==> config.mk <==
export PLATFORM = sky130hd
export DESIGN_NAME = uart_frame_parser
export DESIGN_NICKNAME = d
export VERILOG_FILES = /design/src/rtl/uart_frame_parser.sv
export SDC_FILE = /design/constraint.sdc
export NUM_CORES = 1
export LEC_CHECK = 0
export BUFFER_PORTS_ARGS = -buffer_cell sky130_fd_sc_hd__buf_2
export CAP_MARGIN = 20
export CORE_MARGIN = 2
export CORE_UTILIZATION = 54
export DETAILED_ROUTE_END_ITERATION = 7
export PLACE_DENSITY = 0.76
export SLEW_MARGIN = 20
export SYNTH_ARGS = -nofsm -noshare
export SYNTH_HDL_FRONTEND = slang
export SYNTH_SLANG_ARGS = --single-unit
==> constraint.sdc <==
create_clock -name system_clk -period 4.6 [get_ports system_clk]
set_input_delay 0.92 -clock system_clk [delete_from_list [all_inputs] [get_ports system_clk]]
set_output_delay 0.92 -clock system_clk [all_outputs]
set_load 0.02 [all_outputs]
==> src/rtl/uart_frame_parser.sv <==
// Byte framing stage behind a UART receiver: parses 0x55 0xAA LEN PAYLOAD CSUM frames and
// streams checksum-validated payloads out over valid/ready.
module uart_frame_parser #(
   parameter int unsigned MAX_LEN        = 16,
   parameter int unsigned TIMEOUT_CYCLES = 104160
) (
   input  logic       system_clk,
   input  logic       system_rst,
   input  logic [7:0] in_data,
   input  logic       in_flag,
   output logic [7:0] out_data,
   output logic       out_valid,
   input  logic       out_ready,
   output logic       out_last,
   output logic       frame_ok,
   output logic       frame_err,
   output logic [1:0] err_code,
   output logic       drop
);

   localparam int unsigned IdxW    = $clog2(MAX_LEN + 1);
   localparam int unsigned AW      = (MAX_LEN > 1) ? $clog2(MAX_LEN) : 1;
   localparam logic [IdxW-1:0] IdxOne = IdxW'(1);
   localparam logic [7:0]  MaxLenB = 8'(MAX_LEN);
   localparam logic [31:0] TmoLast = 32'(TIMEOUT_CYCLES - 1);

   typedef enum logic [2:0] {
      StIdle, StHdr2, StLen, StPayload, StCsum, StDrain
   } state_e;

   state_e            state_q;
   logic [7:0]        mem_q [MAX_LEN];
   logic [IdxW-1:0]   len_q;
   logic [IdxW-1:0]   wr_idx_q;
   logic [IdxW-1:0]   rd_idx_q;
   logic [IdxW-1:0]   rd_next;
   logic [7:0]        sum_q;
   logic [31:0]       tmo_q;

   assign rd_next = rd_idx_q + IdxOne;

   always_ff @(posedge system_clk) begin
      frame_ok  <= 1'b0;
      frame_err <= 1'b0;
      drop      <= 1'b0;
      if (system_rst) begin
         state_q   <= StIdle;
         len_q     <= '0;
         wr_idx_q  <= '0;
         rd_idx_q  <= '0;
         sum_q     <= '0;
         tmo_q     <= '0;
         out_data  <= '0;
         out_valid <= 1'b0;
         out_last  <= 1'b0;
         err_code  <= '0;
      end else begin
         case (state_q)
            StIdle: begin
               if (in_flag && in_data == 8'h55) begin
                  state_q <= StHdr2;
                  tmo_q   <= '0;
               end
            end
            StDrain: begin
               // Bytes arriving while the buffer drains are dropped, not parsed
               drop <= in_flag;
               if (out_ready) begin
                  if (out_last) begin
                     out_valid <= 1'b0;
                     out_last  <= 1'b0;
                     state_q   <= StIdle;
                  end else begin
                     rd_idx_q <= rd_next;
                     out_data <= mem_q[rd_next[AW-1:0]];
                     out_last <= (rd_next == len_q - IdxOne);
                  end
               end
            end
            default: begin
               if (in_flag) begin
                  // A byte always wins over an expiring timeout in the same cycle
                  tmo_q <= '0;
                  case (state_q)
                     StHdr2: begin
                        if (in_data == 8'hAA) begin
                           state_q <= StLen;
                        end else if (in_data != 8'h55) begin
                           state_q <= StIdle;
                        end
                     end
                     StLen: begin
                        if (in_data == 8'd0 || in_data > MaxLenB) begin
                           frame_err <= 1'b1;
                           err_code  <= 2'd1;
                           state_q   <= StIdle;
                        end else begin
                           len_q    <= IdxW'(in_data);
                           sum_q    <= in_data;
                           wr_idx_q <= '0;
                           state_q  <= StPayload;
                        end
                     end
                     StPayload: begin
                        mem_q[wr_idx_q[AW-1:0]] <= in_data;
                        sum_q    <= sum_q + in_data;
                        wr_idx_q <= wr_idx_q + IdxOne;
                        if (wr_idx_q == len_q - IdxOne) begin
                           state_q <= StCsum;
                        end
                     end
                     StCsum: begin
                        if (in_data == sum_q) begin
                           frame_ok  <= 1'b1;
                           rd_idx_q  <= '0;
                           out_valid <= 1'b1;
                           out_data  <= mem_q[0];
                           out_last  <= (len_q == IdxOne);
                           state_q   <= StDrain;
                        end else begin
                           frame_err <= 1'b1;
                           err_code  <= 2'd2;
                           state_q   <= StIdle;
                        end
                     end
                     default: state_q <= StIdle;
                  endcase
               end else if (tmo_q == TmoLast) begin
                  frame_err <= 1'b1;
                  err_code  <= 2'd3;
                  tmo_q     <= '0;
                  state_q   <= StIdle;
               end else begin
                  tmo_q <= tmo_q + 32'd1;
               end
            end
         endcase
      end
   end

endmodule

# == After elaboration in Yosys (flattened, before gate mapping) ==
# Memories as Yosys holds them, arrays and structs flattened.
# Cells that the tools add are included.
# classes
add_sub_neg,5
magnitude_cmp,1
reduce_logical,22
n_bitwise,6
n_mux,60
eq_ne,23
# op_table
operator,count
$mux 32,3
$pmux 32 s2,1
$mux 8,6
$add 32x1->32 const B,1
$eq 32x17->1 const B,1
$pmux 8 s2,2
$mux 5,6
$mux 3,9
$mux 1,20
$pmux 5 s2,2
$reduce_and 6->1,3
$pmux 3 s4,1
$add 5x1->5 const B,2
$eq 5x5->1,2
$mux 2,5
$ne 2x2->1 const B,5
$reduce_and 5->1,2
$reduce_bool 2->1,5
$add 8x8->8,1
$eq 8x7->1 const B,1
$eq 8x8->1,1
$eq 8x8->1 const B,1
$gt 8x5->1 const B,1
$logic_not 8->1,1
other kinds (23),35
# word_totals
n_memories,1
elab_cells,131
ramBits,128
inputBits,12
output_inout_bits,15
regBits,73
# mem_list
name,words,width,read_ports,rd_clocked_by_memory_dff,write_ports,line,source
mem_q,16,8,2,0,1,32,logic [7:0] mem_q [MAX_LEN];

# == Longest topological paths before layout ==
# Gate-level depths: netlist of the first run.
# depth
ltp_word,6
depth_mapped,9
ltp_nobuf,8

# == Worst setup path after synthesis of the first run ==
# OpenSTA, ideal clock, no wires.
# synth_timing
kind,input to register
startpoint,input in_data[5]
endpoint,register out_data[2]
n_path_buf,1
slack_ns,1.959
t_required_ns,4.467
stages,7
setup_ns,0.133
arrival_time_ns,2.507
path_cell_list,ha_1 -> nor4_1 -> and3_1 -> a21oi_1 -> clkbuf_1 -> a211oi_1 -> o32ai_1
# synth_between
elab_chain_cells,3
# synth_lines
element,line,source
start: declaration,9,"input logic [7:0] in_data,"
$eq 8x8->1,113,if (in_data == sum_q) begin
$reduce_bool 2->1 (no source line),-,
$reduce_and 6->1 (no source line),-,
end signal: assignment,75,out_data <= mem_q[rd_next[AW-1:0]];
end signal: assignment,117,out_data <= mem_q[0];
end: declaration,11,"output logic [7:0] out_data,"
# No other way between the ends.
# A chain may end at the register's enable or synchronous reset.

# == Worst setup path in the final report of the first run ==
# layout_timing
startpoint,input in_data[5]
endpoint,register out_data[4]
# The elaborated chain is that of the path after synthesis.

==> results_dict.tcl, run 1 <==
set metrics [dict create \
    p_total_mw 3.71 \
    coreArea_um2 17400 \
    min_to "sum_q[5]" \
    cpLargestDelayFamily "simple AND/OR/NAND/NOR gates" \
    clockBufferDepth 3 \
    synthToLayoutAreaGrowth_pct 10.2 \
    clk_pin_slew_worst_paths_ps 60 \
    finClkSkew_ps 13.7 \
    cts_tree "yes" \
    wl_met3_um 1860 \
    gp_routability_congestion 0.931 \
    synth_flop_cell "edfxtp_1" \
    diodes 0 \
    rr_startpoint "state_q[0]" \
    async_flop_share_pct 0 \
    synth_nets 831 \
    place_area_um2 9860 \
    wl_per_cell_um 22.5 \
    ys_ff_latch 201 \
    dp_hpwl_um 15000 \
    hold_violations 0 \
    grt_pass1_vias 6812 \
    antenna_found_initial 0 \
    hold_slack_ps 474 \
    finalMaxSlewViolations 0 \
    rsz0062_at_grt "false" \
    wl_met2_um 11900 \
    hold_start "sum_q[5]" \
    start_kind "primary input" \
    relSlewSlack_pct 30.2 \
    gr-total-overflow 0 \
    cts.sinks 201 \
    hold_path_class "reg2reg" \
    finalCriticalPeriod_ps 3200 \
    cts_resized 0 \
    grt_max_degree 40 \
    fin_nets 841 \
    die_height_um 137 \
    drt_iter0_drc 800 \
    numCtsBuffers 22 \
    die_w_um 137 \
    drc_errors 0 \
    tightest_slew_ps 1040 \
    cts_hold_buf 0 \
    vias_per_cell 6.77 \
    critical_path_arrival_ps 3590 \
    timing.max_cap.violations 0 \
    endpoint_kind "flip-flop" \
    path_max_fanout 21 \
    ant_nets 0 \
    ir_worst_vdd_mv 0.320 \
    post_cts_buffers 0 \
    min_path_cells 2 \
    critical_path_class "in2reg" \
    dr.pass1.iters 6 \
    fillers 1324 \
    required_ps 5000 \
    crit_buf_inv 1 \
    fmax_mhz 313 \
    detailedPlace.worstSlack_ps 966 \
    setup_violations 0 \
    cts_root_buf "clkbuf_16" \
    wl_met1_um 9340 \
    postLayoutSetupSlackWorst_ps 1400 \
    fin_setup_tns_ps 0 \
    max_stage_delay_ps 670 \
    grt_pass1_wl_um 36800 \
    die_area_um2 18800 \
    synthCells 803 \
    syn_area_per_cell_um2 11.9 \
    ys_seq_area_share_pct 55.3 \
    top_layer_used "met4" \
    start_util_pct 55.2 \
    worstPathCellList "buf_2 -> ha_1 -> nor4_1 -> nand3_1 -> o21ai_1 -> nor2_1 -> o32ai_1" \
    layoutNonFillerInstCount 1054 \
    drive_gt1_share_pct 14.4 \
    reg2regPathDepth 6 \
    grtUsageTotal_pct 25.5 \
    syn-cell-area_um2 9590 \
    r2r_end "out_data[2]" \
    dp.cells 1014 \
    synth_cell_types 66 \
    yosys_warnings 0 \
    fin_area_um2 10600 \
    utilization_pct 60.9 \
    critPathSlowestCell "o21ai_1" \
    synth_edf_count 128 \
    leakage_nw 3.44 \
    p_per_area_nw_per_um2 351 \
    num_vias 7140 \
    status "finished, final reports clean" \
    r2r_setup_slack_ps 1710 \
    port_buffers 26 \
    h-tree-depth 1 \
    drt-total-wl_um 23700 \
    clk_latency_ps 510 \
    finalCritPeriodShare_pct 69.5 \
    rows 48 \
    num_io_pins 27 \
]
## per-layer routing
metal | track usage (%) | up-vias
met5 | 0 | -
met4 | 6.70 | 0
met1 | 34.1 | 3512
met2 | 43.9 | 403
met3 | 3.46 | 66
li1 | - | 3159
## final cells by class
class / count / area, um2 / area share [%]
flip-flops and latches: 201 / 5310 / 50.2
repair buffers: 37 / 213 / 2.01
well taps: 225 / 282 / 2.66
inverters: 16 / 60.1 / 0.568
multi-input cells: 535 / 4000 / 37.8
clock buffers: 27 / 579 / 5.48
clock inverters: 13 / 131 / 1.24
## registers in the layout, indices dropped and copies added, names as in the netlist
signal,count
len_q,5
frame_ok,1
rd_idx_q,5
err_code,2
out_data,8
tmo_q,32
state_q,3
frame_err,1
wr_idx_q,5
out_last,1
mem_q,128
out_valid,1
drop,1
sum_q,8
## where the power goes
part	total (mW)	switching (mW)	internal (mW)
logic	0.0763	0.0600	0.0163
registers	1.92	0.000158	1.91
clock network	1.72	0.706	1.01
## worst max path at each step
stage / endpoint / startpoint / depth (start not counted)
2_1_floorplan: out_data[2] / in_data[5] / 7
3_3_place_gp: out_data[5] / in_data[5] / 7
3_5_place_dp: out_data[4] / in_data[5] / 7
4_1_cts: out_data[4] / in_data[5] / 7
5_1_grt: out_data[4] / in_data[5] / 7
6_report: out_data[4] / in_data[5] / 7
## placed cells by master (no fill, tap or decap), types with 19 or more instances in the layout
cell,n
and2_1,19
mux4_2,33
clkbuf_16,22
buf_2,26
dfxtp_1,72
nor3_1,34
nor2_1,58
nand2_1,48
o21ai_0,23
o211ai_1,19
edfxtp_1,128
nand3_1,27
a21oi_1,28
mux2i_1,20
## Yosys cell counts (5+ instances only)
master	instances	area [um2]
xnor2_1	13	114
nor3_1	34	170
dfxtp_1	73	1460
inv_1	16	60.1
nand2_1	48	180
buf_2	9	45.0
edfxtp_1	128	3840
a22o_1	5	43.8
nand3b_1	5	37.5
nor4_1	15	93.8
or3_1	12	75.1
and3_1	15	93.8
o32ai_1	8	70.1
mux4_2	33	743
o211ai_1	19	143
mux2i_1	20	200
a41oi_1	9	78.8
a211oi_1	10	75.1
and2_1	19	119
nor3b_1	5	37.5
o21ai_0	23	115
xor2_1	11	96.3
nand4_1	17	106
and4_1	6	52.6
a21oi_1	28	140
nor2_1	58	218
nand3_1	27	135
ha_1	15	188
a311oi_1	5	43.8
clkbuf_1	35	131
nor4b_1	7	61.3
a31oi_1	9	56.3
## worst min-delay path, cell delays in order (launching register included)
cell	delay, ps
dfxtp_1	320
nand2_1	60
a21oi_1	50
## cells by family (layout without fill, tap and decap cells)
logic type / after synthesis / count (layout) / synth area share (%)
and+or+nand+nor: 288 / 288 / 16.0
DFF: 201 / 201 / 55.3
AOI/OAI and AO/OA: 153 / 153 / 11.2
buffers and inverters: 67 / 93 / 3.13
muxes: 54 / 54 / 9.96
xor gates and xnor gates: 24 / 24 / 2.19
adders and majority gates: 16 / 16 / 2.17
No activity file was read; power rests on OpenSTA's default activity.
==> run 2: changes to the inputs <==
clock period = 3.1 ns   (was 4.6 ns; I/O delays follow)
==> run 2 against run 1 <==
Non-clock buffer count rose by 19; global-route usage increased by 0.30 points; via count down 0.29%; largest power group unchanged.
==> results_dict.tcl, run 2 (same netlist as run 1, synthesis figures left out) <==
set metrics [dict create \
    critical_path_arrival_ps 2950 \
    fmax_mhz 358 \
    port_buffers 26 \
    cts.sinks 201 \
    crit_buf_inv 1 \
    dr.pass1.iters 5 \
    die_area_um2 18800 \
    largest_reg_flops 128 \
    clk_pin_slew_worst_paths_ps 60 \
    cts_root_buf "clkbuf_16" \
    rsz0062_at_grt "false" \
    drt-total-wl_um 23800 \
    grt_max_degree 40 \
    hold_violations 0 \
    finalCritPeriodShare_pct 90.2 \
    tightest_slew_ps 1010 \
    max_stage_delay_ps 760 \
    finClkSkew_ps 13.4 \
    post_cts_buffers 0 \
    hold_path_class "in2reg" \
    antenna_found_initial 0 \
    coreArea_um2 17400 \
    status "finished, final reports clean" \
    grt_pass1_vias 6732 \
    path_max_fanout 20 \
    final_common_cell "edfxtp_1" \
    dp_hpwl_um 15600 \
    wl_per_cell_um 22.3 \
    drive_gt1_share_pct 15.8 \
    cts_tree "yes" \
    synthToLayoutAreaGrowth_pct 11.2 \
    gp_routability_congestion 0.917 \
    critPathSlowestCell "dfxtp_1" \
    cpLargestDelayFamily "simple AND/OR/NAND/NOR gates" \
    numCtsBuffers 22 \
    critical_path_class "reg2reg" \
    finalCriticalPeriod_ps 2800 \
    drc_errors 0 \
    hold_slack_ps 379 \
    vias_per_cell 6.65 \
    num_io_pins 27 \
    ir_worst_vdd_mv 0.546 \
    relSlewSlack_pct 32.7 \
    grtUsageTotal_pct 25.8 \
    diodes 0 \
    utilization_pct 61.5 \
    num_vias 7119 \
    clockBufferDepth 3 \
    grt_pass1_wl_um 37200 \
    required_ps 3250 \
    rows 48 \
    worstPathCellList "inv_1 -> nor3_1 -> nand3_1 -> nor3b_1 -> and2_1" \
    fin_setup_tns_ps 0 \
    leakage_nw 3.51 \
    cts_hold_buf 0 \
    layout_common_cells "edfxtp_1 (128), dfxtp_1 (72), nor2_1 (58)" \
    start_kind "flip-flop" \
    h-tree-depth 1 \
    fin_nets 860 \
    cts_resized 0 \
    endpoint_kind "flip-flop" \
    ant_nets 0 \
    die_w_um 137 \
    finalMaxSlewViolations 0 \
    die_height_um 137 \
    timing.max_cap.violations 0 \
    setup_violations 0 \
    clk_latency_ps 510 \
    drt_iter0_drc 686 \
    gr-total-overflow 0 \
    start_util_pct 55.2 \
    p_per_area_nw_per_um2 505 \
]
## run 2: cell types whose count changed in the layout (fill, tap and decap cells not counted), sizes merged
cell,delta
buf,+19
bufinv,-2
clkinvlp,-1
clkinv,-2
clkbuf,+3
## run 2: metal layers
metal | track usage, % | wire, um | part of all wire, % | vias to the layer above
li1 | - | - | - | 3188
met5 | 0 | 0 | 0 | -
met3 | 4.01 | 1790 | 7.5 | 47
met2 | 43.6 | 12000 | 50 | 336
met4 | 6.59 | 434 | 1.8 | 0
met1 | 35.0 | 9600 | 40 | 3548
## run 2: worst register-to-register path: stages (launching register included)
cell     delay, ps
dfxtp_1        760
inv_1          200
nor3_1         330
nand3_1        180
nor3b_1        410
and2_1         550
## run 2: area by class of cell
cell class,count,area (um2)
Inverter,16,60.1
Fill cell,1339,6690
Clock inverter,8,72.6
Clock buffer,30,601
Multi-Input combinational cell,535,3990
Tap cell,225,282
Sequential cell,201,5310
Timing Repair Buffer,56,355
## run 2: stage by stage
| step | power [mW] | cell area, um2 | std cells | setup WS, ps |
|---|---|---|---|---|
| floorplan | 2.95 | 9590 | 803 | 759 |
| global placement | 3.01 | 9990 | 1033 | 263 |
| detailed placement | 3.02 | 9990 | 1033 | 259 |
| CTS | 5.41 | 10700 | 1071 | 336 |
| global route | 5.53 | 10700 | 1071 | 61.4 |
| finish | 5.38 | 10700 | 1071 | 304 |
## run 2: path summary, 6_finish.rpt
path,slack (ps),endpoint,cells after the start,start
worst min-delay path,380,state_q[1],2,system_rst
worst max register to register,300,mem_q[6][5],5,state_q[0]
worst min register to register,470,sum_q[6],1,sum_q[6]
worst max-delay path,300,mem_q[6][5],5,state_q[0]
## run 2: power breakdown
part	total, mW	switching (mW)	internal (mW)	leakage [nW]
combinational	0.126	0.0936	0.0323	1.44
sequential	2.84	0.000248	2.84	1.74
clock	2.42	1.05	1.37	0.332
